==> src/rtl/cpu_sequencer_if.sv <==
// ---------------------------------------------------------------------------
// cpu_sequencer_if
// Program-ROM fetch bus between the CPU sequencer and the program ROM.
//   rom_req  : fetch request, high for the whole fetch (master -> slave)
//   rom_addr : fetch address, PC_W bits              (master -> slave)
//   rom_ack  : instruction valid this cycle          (slave  -> master)
//   rom_data : 8-bit instruction, [7:4] op, [3:0] imm (slave -> master)
// Modports: master = sequencer side, slave = ROM side.
// ---------------------------------------------------------------------------
interface cpu_sequencer_if #(
   parameter int PC_W = 4
);
   logic            rom_req;
   logic [PC_W-1:0] rom_addr;
   logic            rom_ack;
   logic [7:0]      rom_data;

   modport master (
      output rom_req,
      output rom_addr,
      input  rom_ack,
      input  rom_data
   );

   modport slave (
      input  rom_req,
      input  rom_addr,
      output rom_ack,
      output rom_data
   );
endinterface

==> src/rtl/cpu_sequencer.sv <==
// ---------------------------------------------------------------------------
// cpu_sequencer
// Fetch/execute sequencer for the 4-bit CPU. Owns the program counter and the
// instruction register, fetches instructions over the ROM bus, and opens a
// single execute cycle per instruction. Free-run and single-step modes; a
// taken jump whose target is the current pc halts the block until reset.
// Ports:
//   clk, rst    : clock, asynchronous active-high reset
//   run, step   : free-run level / single-instruction pulse (sampled in IDLE)
//   rom         : ROM fetch bus (master side)
//   op_out      : IR[7:4] to the decoder
//   imm_out     : IR[3:0] to the ALU immediate operand
//   pc_load_in  : decoder "take jump", sampled in EXEC only
//   exec_en     : execute window, gates every datapath load strobe
//   pc          : program counter
//   halted      : high once a jump-to-self has executed
//   retired     : executed-instruction count, wraps at 8 bits
// ---------------------------------------------------------------------------
module cpu_sequencer #(
   parameter int PC_W = 4
) (
   input  logic                  clk,
   input  logic                  rst,
   input  logic                  run,
   input  logic                  step,
   cpu_sequencer_if.master       rom,
   output logic [3:0]            op_out,
   output logic [3:0]            imm_out,
   input  logic                  pc_load_in,
   output logic                  exec_en,
   output logic [PC_W-1:0]       pc,
   output logic                  halted,
   output logic [7:0]            retired
);

   typedef enum logic [1:0] {
      S_IDLE  = 2'd0,
      S_FETCH = 2'd1,
      S_EXEC  = 2'd2,
      S_HALT  = 2'd3
   } state_t;

   state_t          state_q,   state_d;
   logic [PC_W-1:0] pc_q,      pc_d;
   logic [7:0]      ir_q,      ir_d;
   logic [7:0]      retired_q, retired_d;
   logic            rom_req_q, rom_req_d;
   logic            exec_en_q, exec_en_d;
   logic            halted_q,  halted_d;

   logic [PC_W-1:0] imm_ext;

   // Jump target is the immediate, zero-extended to the pc width.
   assign imm_ext = PC_W'(ir_q[3:0]);

   always_comb begin
      // NOTE: every signal gets a default before the case so no path leaves
      // it unassigned; a missing default here would infer a latch.
      state_d   = state_q;
      pc_d      = pc_q;
      ir_d      = ir_q;
      retired_d = retired_q;

      case (state_q)
         S_IDLE: begin
            if (run || step) state_d = S_FETCH;
         end
         S_FETCH: begin
            // IR is only ever written here, on an accepted fetch.
            if (rom.rom_ack) begin
               ir_d    = rom.rom_data;
               state_d = S_EXEC;
            end
         end
         S_EXEC: begin
            retired_d = retired_q + 8'd1;
            if (pc_load_in && (imm_ext == pc_q)) begin
               state_d = S_HALT;
            end else begin
               pc_d    = pc_load_in ? imm_ext : pc_q + PC_W'(1);
               state_d = run ? S_FETCH : S_IDLE;
            end
         end
         S_HALT: begin
            state_d = S_HALT;
         end
         default: begin
            state_d = S_IDLE;
         end
      endcase

      // Strobes are decoded from the next state and registered, so they are
      // pure functions of the state register with no input-to-output path.
      rom_req_d = (state_d == S_FETCH);
      exec_en_d = (state_d == S_EXEC);
      halted_d  = (state_d == S_HALT);
   end

   // NOTE: sequential state uses non-blocking assignments only, so every flop
   // samples the values from before this edge regardless of statement order.
   always_ff @(posedge clk or posedge rst) begin
      if (rst) begin
         state_q   <= S_IDLE;
         pc_q      <= '0;
         ir_q      <= 8'h00;
         retired_q <= 8'h00;
         rom_req_q <= 1'b0;
         exec_en_q <= 1'b0;
         halted_q  <= 1'b0;
      end else begin
         state_q   <= state_d;
         pc_q      <= pc_d;
         ir_q      <= ir_d;
         retired_q <= retired_d;
         rom_req_q <= rom_req_d;
         exec_en_q <= exec_en_d;
         halted_q  <= halted_d;
      end
   end

   assign rom.rom_req  = rom_req_q;
   assign rom.rom_addr = pc_q;
   assign pc           = pc_q;
   assign op_out       = ir_q[7:4];
   assign imm_out      = ir_q[3:0];
   assign exec_en      = exec_en_q;
   assign halted       = halted_q;
   assign retired      = retired_q;

endmodule

==> src/flat_wrapper.sv <==
// flat-port wrapper written by rule: the top's interface ports become plain ports
module cpu_sequencer_flat 
#(
   parameter int PC_W = 4
)
  (clk, rst, run, step, op_out, imm_out, pc_load_in, exec_en, pc, halted, retired, rom_rom_req, rom_rom_addr, rom_rom_ack, rom_rom_data);
  cpu_sequencer_if #(.PC_W(PC_W)) rom_i ();
  input  logic clk;
  input  logic rst;
  input  logic run;
  input  logic step;
  output logic [3:0] op_out;
  output logic [3:0] imm_out;
  input  logic pc_load_in;
  output logic exec_en;
  output logic [PC_W-1:0] pc;
  output logic halted;
  output logic [7:0] retired;
  output wire logic [$bits(rom_i.rom_req)-1:0] rom_rom_req;
  output wire logic [$bits(rom_i.rom_addr)-1:0] rom_rom_addr;
  input wire logic [$bits(rom_i.rom_ack)-1:0] rom_rom_ack;
  input wire logic [$bits(rom_i.rom_data)-1:0] rom_rom_data;
  assign rom_rom_req = rom_i.rom_req;
  assign rom_rom_addr = rom_i.rom_addr;
  assign rom_i.rom_ack = rom_rom_ack;
  assign rom_i.rom_data = rom_rom_data;
  cpu_sequencer #(.PC_W(PC_W)) u_core (.clk(clk), .rst(rst), .run(run), .step(step), .rom(rom_i), .op_out(op_out), .imm_out(imm_out), .pc_load_in(pc_load_in), .exec_en(exec_en), .pc(pc), .halted(halted), .retired(retired));
endmodule
==> config.mk <==
export PLATFORM = sky130hd
export DESIGN_NAME = cpu_sequencer_flat
export DESIGN_NICKNAME = d
export VERILOG_FILES = /design/src/rtl/cpu_sequencer_if.sv /design/src/rtl/cpu_sequencer.sv /design/src/flat_wrapper.sv
export SDC_FILE = /design/constraint.sdc
export NUM_CORES = 1
export LEC_CHECK = 0
export CORE_ASPECT_RATIO = 2
export CORE_UTILIZATION = 40
export CTS_CLUSTER_SIZE = 12
export DETAILED_ROUTE_END_ITERATION = 16
export GPL_TIMING_DRIVEN = 1
export PLACE_DENSITY = 0.77
export SYNTH_ARGS = -nofsm -noshare
export SYNTH_HDL_FRONTEND = slang
export SYNTH_SLANG_ARGS = --single-unit
export TNS_END_PERCENT = 50
==> constraint.sdc <==
create_clock -name clk -period 1.6 [get_ports clk]
set_input_delay 0.16 -clock clk [delete_from_list [all_inputs] [get_ports clk]]
set_output_delay 0.16 -clock clk [all_outputs]
set_load 0.02 [all_outputs]
# ---- Word level (Yosys, flattened, before mapping)
# Index checks and enable logic that the tools add are counted.
dict set report classes {
  n_mux 6
  n_addsub 2
  div 0
  n_eq_ne 7
  shifts 0
  n_lt_le_gt_ge 0
  mul 0
  bitwise 1
  n_reduce_logical 5
}
# cell n
set op_table {}
lappend op_table {{$add A8 B1 Y8 const B} 1}
lappend op_table {{$eq A2 B2 Y1 const B} 4}
lappend op_table {{$pmux W2 S4} 1}
lappend op_table {{$mux W2} 3}
lappend op_table {{$add A4 B1 Y4 const B} 1}
lappend op_table {{$eq A2 B1 Y1 const B} 2}
lappend op_table {{$eq A4 B4 Y1} 1}
lappend op_table {{$mux W4} 1}
lappend op_table {{$reduce_and A2 Y1} 2}
lappend op_table {{$logic_not A2 Y1} 1}
lappend op_table {{$logic_and A1 B1 Y1} 1}
lappend op_table {{$logic_or A1 B1 Y1} 1}
lappend op_table {{$mux W1} 1}
lappend op_table {{$not A1 Y1} 1}
dict set report totals {
  reg_bits 25
  latch_bits 0
  elab_cells 28
  n_memories 0
  romBits 0
  ram_bits 0
  out_inout_bits 27
  input_bits 14
}

# ---- Longest topological paths before layout
dict set report depth {
  word_depth 5
  mapped_depth 6
  ltp_nobuf 5
}

# ---- Worst setup path after synthesis
# Ideal clock, no wire load.
dict set report synth_timing {
  path_kind {reg-to-reg}
  from {reg u_core.pc_q[3], in the netlist u_core.pc[3]}
  to {reg u_core.pc_q[1], in the netlist u_core.pc[1]}
  path_stages_with_launch 5
  n_path_buf 0
  synth_period_minus_slack_ps 1691
  path_slack_ps -91
  t_required_ps 1475
  arrival_ps 1566
  setup_time_ps 125
  path_cell_list {dfrtp_1 inv_1 a221o_1 o31ai_4 mux2_4}
}
dict set report synth_via {
  elab_chain_len 4
}
# item line_no
set synth_lines {}
lappend synth_lines {{from (decl)} cpu_sequencer.sv:44} ;# logic [PC_W-1:0] pc_q, pc_d;
lappend synth_lines {{from (signal assigned)} cpu_sequencer.sv:112} ;# pc_q <= pc_d;
lappend synth_lines {{$eq A4 B4 Y1} cpu_sequencer.sv:77} ;# if (pc_load_in && (imm_ext == pc_q)) begin
lappend synth_lines {{$logic_and A1 B1 Y1} cpu_sequencer.sv:77}
lappend synth_lines {{$not A1 Y1 (no line)} n/a}
lappend synth_lines {{$reduce_and A2 Y1 (no line)} n/a}
# No other way between the ends.
# A chain may end at the register's enable or synchronous reset.

# ---- Worst setup path after layout
dict set report layout_timing {
  from {reg u_core.pc_q[1], in the netlist u_core.pc[1]}
  to {reg u_core.pc_q[1], in the netlist u_core.pc[1]}
}
dict set report layout_via {
  elab_chain_len 4
  word_cells_on_any_way 6
  cone_classes {1 x add/sub; 1 x eq/ne; 1 x mux; 1 x bitwise; 2 x reduce/logical}
}
# item
set layout_lines {}
lappend layout_lines {{branches (longest 4 deep; another with $add A4 B1 Y4)}}
# Parallel ways; which one is timed is not known.

==> results.json <==
{
  "powerDensity_nw_per_um2": 1817,
  "r2r-start": "u_core.pc[1]",
  "dpl_cell_area_um2": 1657,
  "synth_edf_count": 0,
  "grtUsageTotal_pct": 18.86,
  "hold_viol": 0,
  "synth-seq-cells": 25,
  "cp-end-kind": "flop",
  "hp-class": "input pin to async pin",
  "clk_latency_ns": 0.27,
  "crit_fanout": 4,
  "crit_required_ns": 1.76,
  "slowest_delay_ns": 0.44,
  "path_clk_slew_ns": 0.09,
  "area_growth_pct": 44.33,
  "initial_core_util_pct": 42.88,
  "netlist_area_um2": 1202,
  "async_reset_ff_share_pct": 100.0,
  "crit_start": "u_core.pc[1]",
  "layout_worst_path_cycle_share_pct": 100.7,
  "antenna_found_initial": 0,
  "hpwl_mm": 1.982,
  "worst_slack_ns": -0.01121,
  "cts_buffer_depth": 2,
  "dieArea_um2": 3243,
  "portBuffers": 40,
  "nets": 182,
  "r2r_end": "u_core.pc[1]",
  "critPathKind": "flop to flop",
  "rows": 27,
  "yosys-top-cells-area": "dfrtp_1 52%, nand2_1 11%, xnor2_1 3.6%",
  "die_h_um": 79.54,
  "cp.arrival_ns": 1.77,
  "synth-main-ff-cell": "dfrtp_1",
  "dr.first_iter.drc_count": 31,
  "cap_violations": 0,
  "via_per_inst": 5.108,
  "maxSlewHeadroom_pct": 71.54,
  "clock_tree.root_cell": "clkbuf_8",
  "drc": 0,
  "crit_family": "compound AO/OA/AOI/OAI gates",
  "num_io_pins": 41,
  "clock.fmax_mhz": 620.7,
  "min_period_ns": 1.611,
  "synth_nets": 134,
  "rsz0062_at_grt": "true",
  "yosysUniqueCellTypes": 34,
  "fp.dieW_um": 40.77,
  "coreArea_um2": 2804,
  "critPathBufInv": 0,
  "firstDrtPassIters": 6,
  "setup_violations": 1,
  "violations": "negative setup slack",
  "syn_area_per_cell_um2": 10.19,
  "status": "finished, violations left",
  "grt_pass1_vias": 930,
  "post-route-util_pct": 61.89,
  "h-tree-depth": 1,
  "diodes": 0,
  "design_area_um2": 1735,
  "grt_max_degree": 26,
  "ctsHoldBuffers": 0,
  "grt_overflow": 0,
  "power_leakage_nw": 0.8184,
  "startpoint_type": "flop",
  "synth_warnings": 0,
  "slew_violations": 0,
  "cts_made_buffers": 3,
  "vias": 991,
  "grt_pass1_wl_mm": 4.264,
  "ir_drop_mv": 0.9417,
  "yosys.area.top_type": "dfrtp_1",
  "layout_commonest_cell": "clkdlybuf4s50_1",
  "drtAntennaViolNets": 0,
  "worst_path_max_delay_cell": "dfrtp_2",
  "path_cells": "nor2b_4, a221o_1, o31ai_4, mux2_4",
  "clkSinkCount": 25,
  "synth_top_area_share_pct": 52.03,
  "place_congestion": 0.9203,
  "wl_per_cell_um": 13.75,
  "path_depth": 4,
  "tightest_slew_ns": 0.4254,
  "synthCells": 118,
  "wl_mm": 2.668,
  "yosysSeqAreaShare_pct": 52.03,
  "cts_tree": "built",
  "endpoint": "u_core.pc[1]",
  "layout-drive-gt1-share_pct": 16.97,
  "regToRegSetupSlack_ns": -0.01,
  "reg2reg_depth": 4,
  "most-common-layout-cells": "37 x clkdlybuf4s50_1, 34 x nand2_1, 21 x dfrtp_1",
  "finClkSkew_ns": 0.005194
}
[cell usage after synthesis (all sizes together), types with 2 or more instances]
library cell  instances
ha                    2
xnor2                 5
nand2b                2
nor2                  4
nand3                 2
or2                   2
nor2b                 2
o31ai                 3
buf                   6
nand2                34
mux2i                 2
nor3                  3
xor2                  3
a2bb2oi               2
dfrtp                25
inv                   4
mux2                  4
nand4                 2
[through the flow]
stage / setup slack (ns) / std cells / TNS [ns] / hold WS [ns] / power [mW]
2_1_floorplan: -0.04360 / 118 / -0.04360 / 0.1872 / 2.031
3_3_place_gp: 0.01202 / 188 / 0 / 0.4611 / 2.664
3_5_place_dp: -0.03901 / 188 / -0.1324 / 0.4648 / 2.735
4_1_cts: 0.002951 / 193 / 0 / 0.2411 / 3.128
5_1_grt: -0.08536 / 194 / -0.2799 / 0.2713 / 3.353
6_report: -0.01121 / 194 / -0.01121 / 0.2266 / 3.154
[worst min-delay path by stage]
stage | startpoint | to | slack, ns
5_1_grt | rst | u_core.retired[7] | 0.27
6_report | rst | u_core.retired[7] | 0.23
3_3_place_gp | u_core.retired[7] | u_core.retired[7] | 0.46
3_5_place_dp | u_core.retired[7] | u_core.retired[7] | 0.46
2_1_floorplan | rst | u_core.exec_en | 0.19
4_1_cts | rst | u_core.rom.rom_req | 0.24
[where the power goes]
| group | total [mW] | internal (mW) | switching [mW] | leakage (nW) |
|---|---|---|---|---|
| registers | 1.12 | 0.859 | 0.258 | 0.307 |
| clock network | 0.375 | 0.174 | 0.201 | 0.0255 |
| logic | 1.66 | 0.836 | 0.826 | 0.486 |
| total | 3.15 | 1.87 | 1.28 | 0.818 |
[layout make-up]
cell class,instances,area (um2)
fill,249,1069
sequential,25,630.6
multi-input combinational,81,520.5
timing repair buffer,50,483.0
clock buffer,3,41.29
tap,29,36.28
inverter,5,18.77
clock inverter,1,5.005
[flip-flops by register name (all words and copies together) (netlist names)]
name	cells
u_core.ir_q	8
u_core.retired	8
u_core.pc	4
u_core.state_q	2
u_core.exec_en	1
u_core.halted	1
u_core.rom.rom_req	1
[what timing repair did]
item                                    CTS  global route
resized for setup                         1             8
setup buffers                             1             1
endpoints found under the setup margin    3            11
[cells by family after synthesis]
group / after synthesis / share of synthesized area, %
buffers and inverters: 12 / 5.306
AO/OA/AOI/OAI: 12 / 9.678
XOR/XNOR: 8 / 5.827
AND/OR/NAND/NOR: 53 / 19.35
flip-flops: 25 / 52.03
adder cells (fa/ha/maj): 2 / 2.081
multiplexers: 6 / 5.723
[layer usage]
layer  up-vias  global-route usage (%)  share of wire (%)
li1        483                       -                  -
met1       477                   21.49                 40
met2        27                   32.70                 55
met3         4                   2.786                3.4
met4         0                   7.000                1.4
met5         -                       0                  0
[worst min-delay path, stage by stage]
cell and delay (ns):
clkdlybuf4s50_1 0.39, inv_1 0.05, buf_4 0.31
No activity file was read; power rests on OpenSTA's default activity.
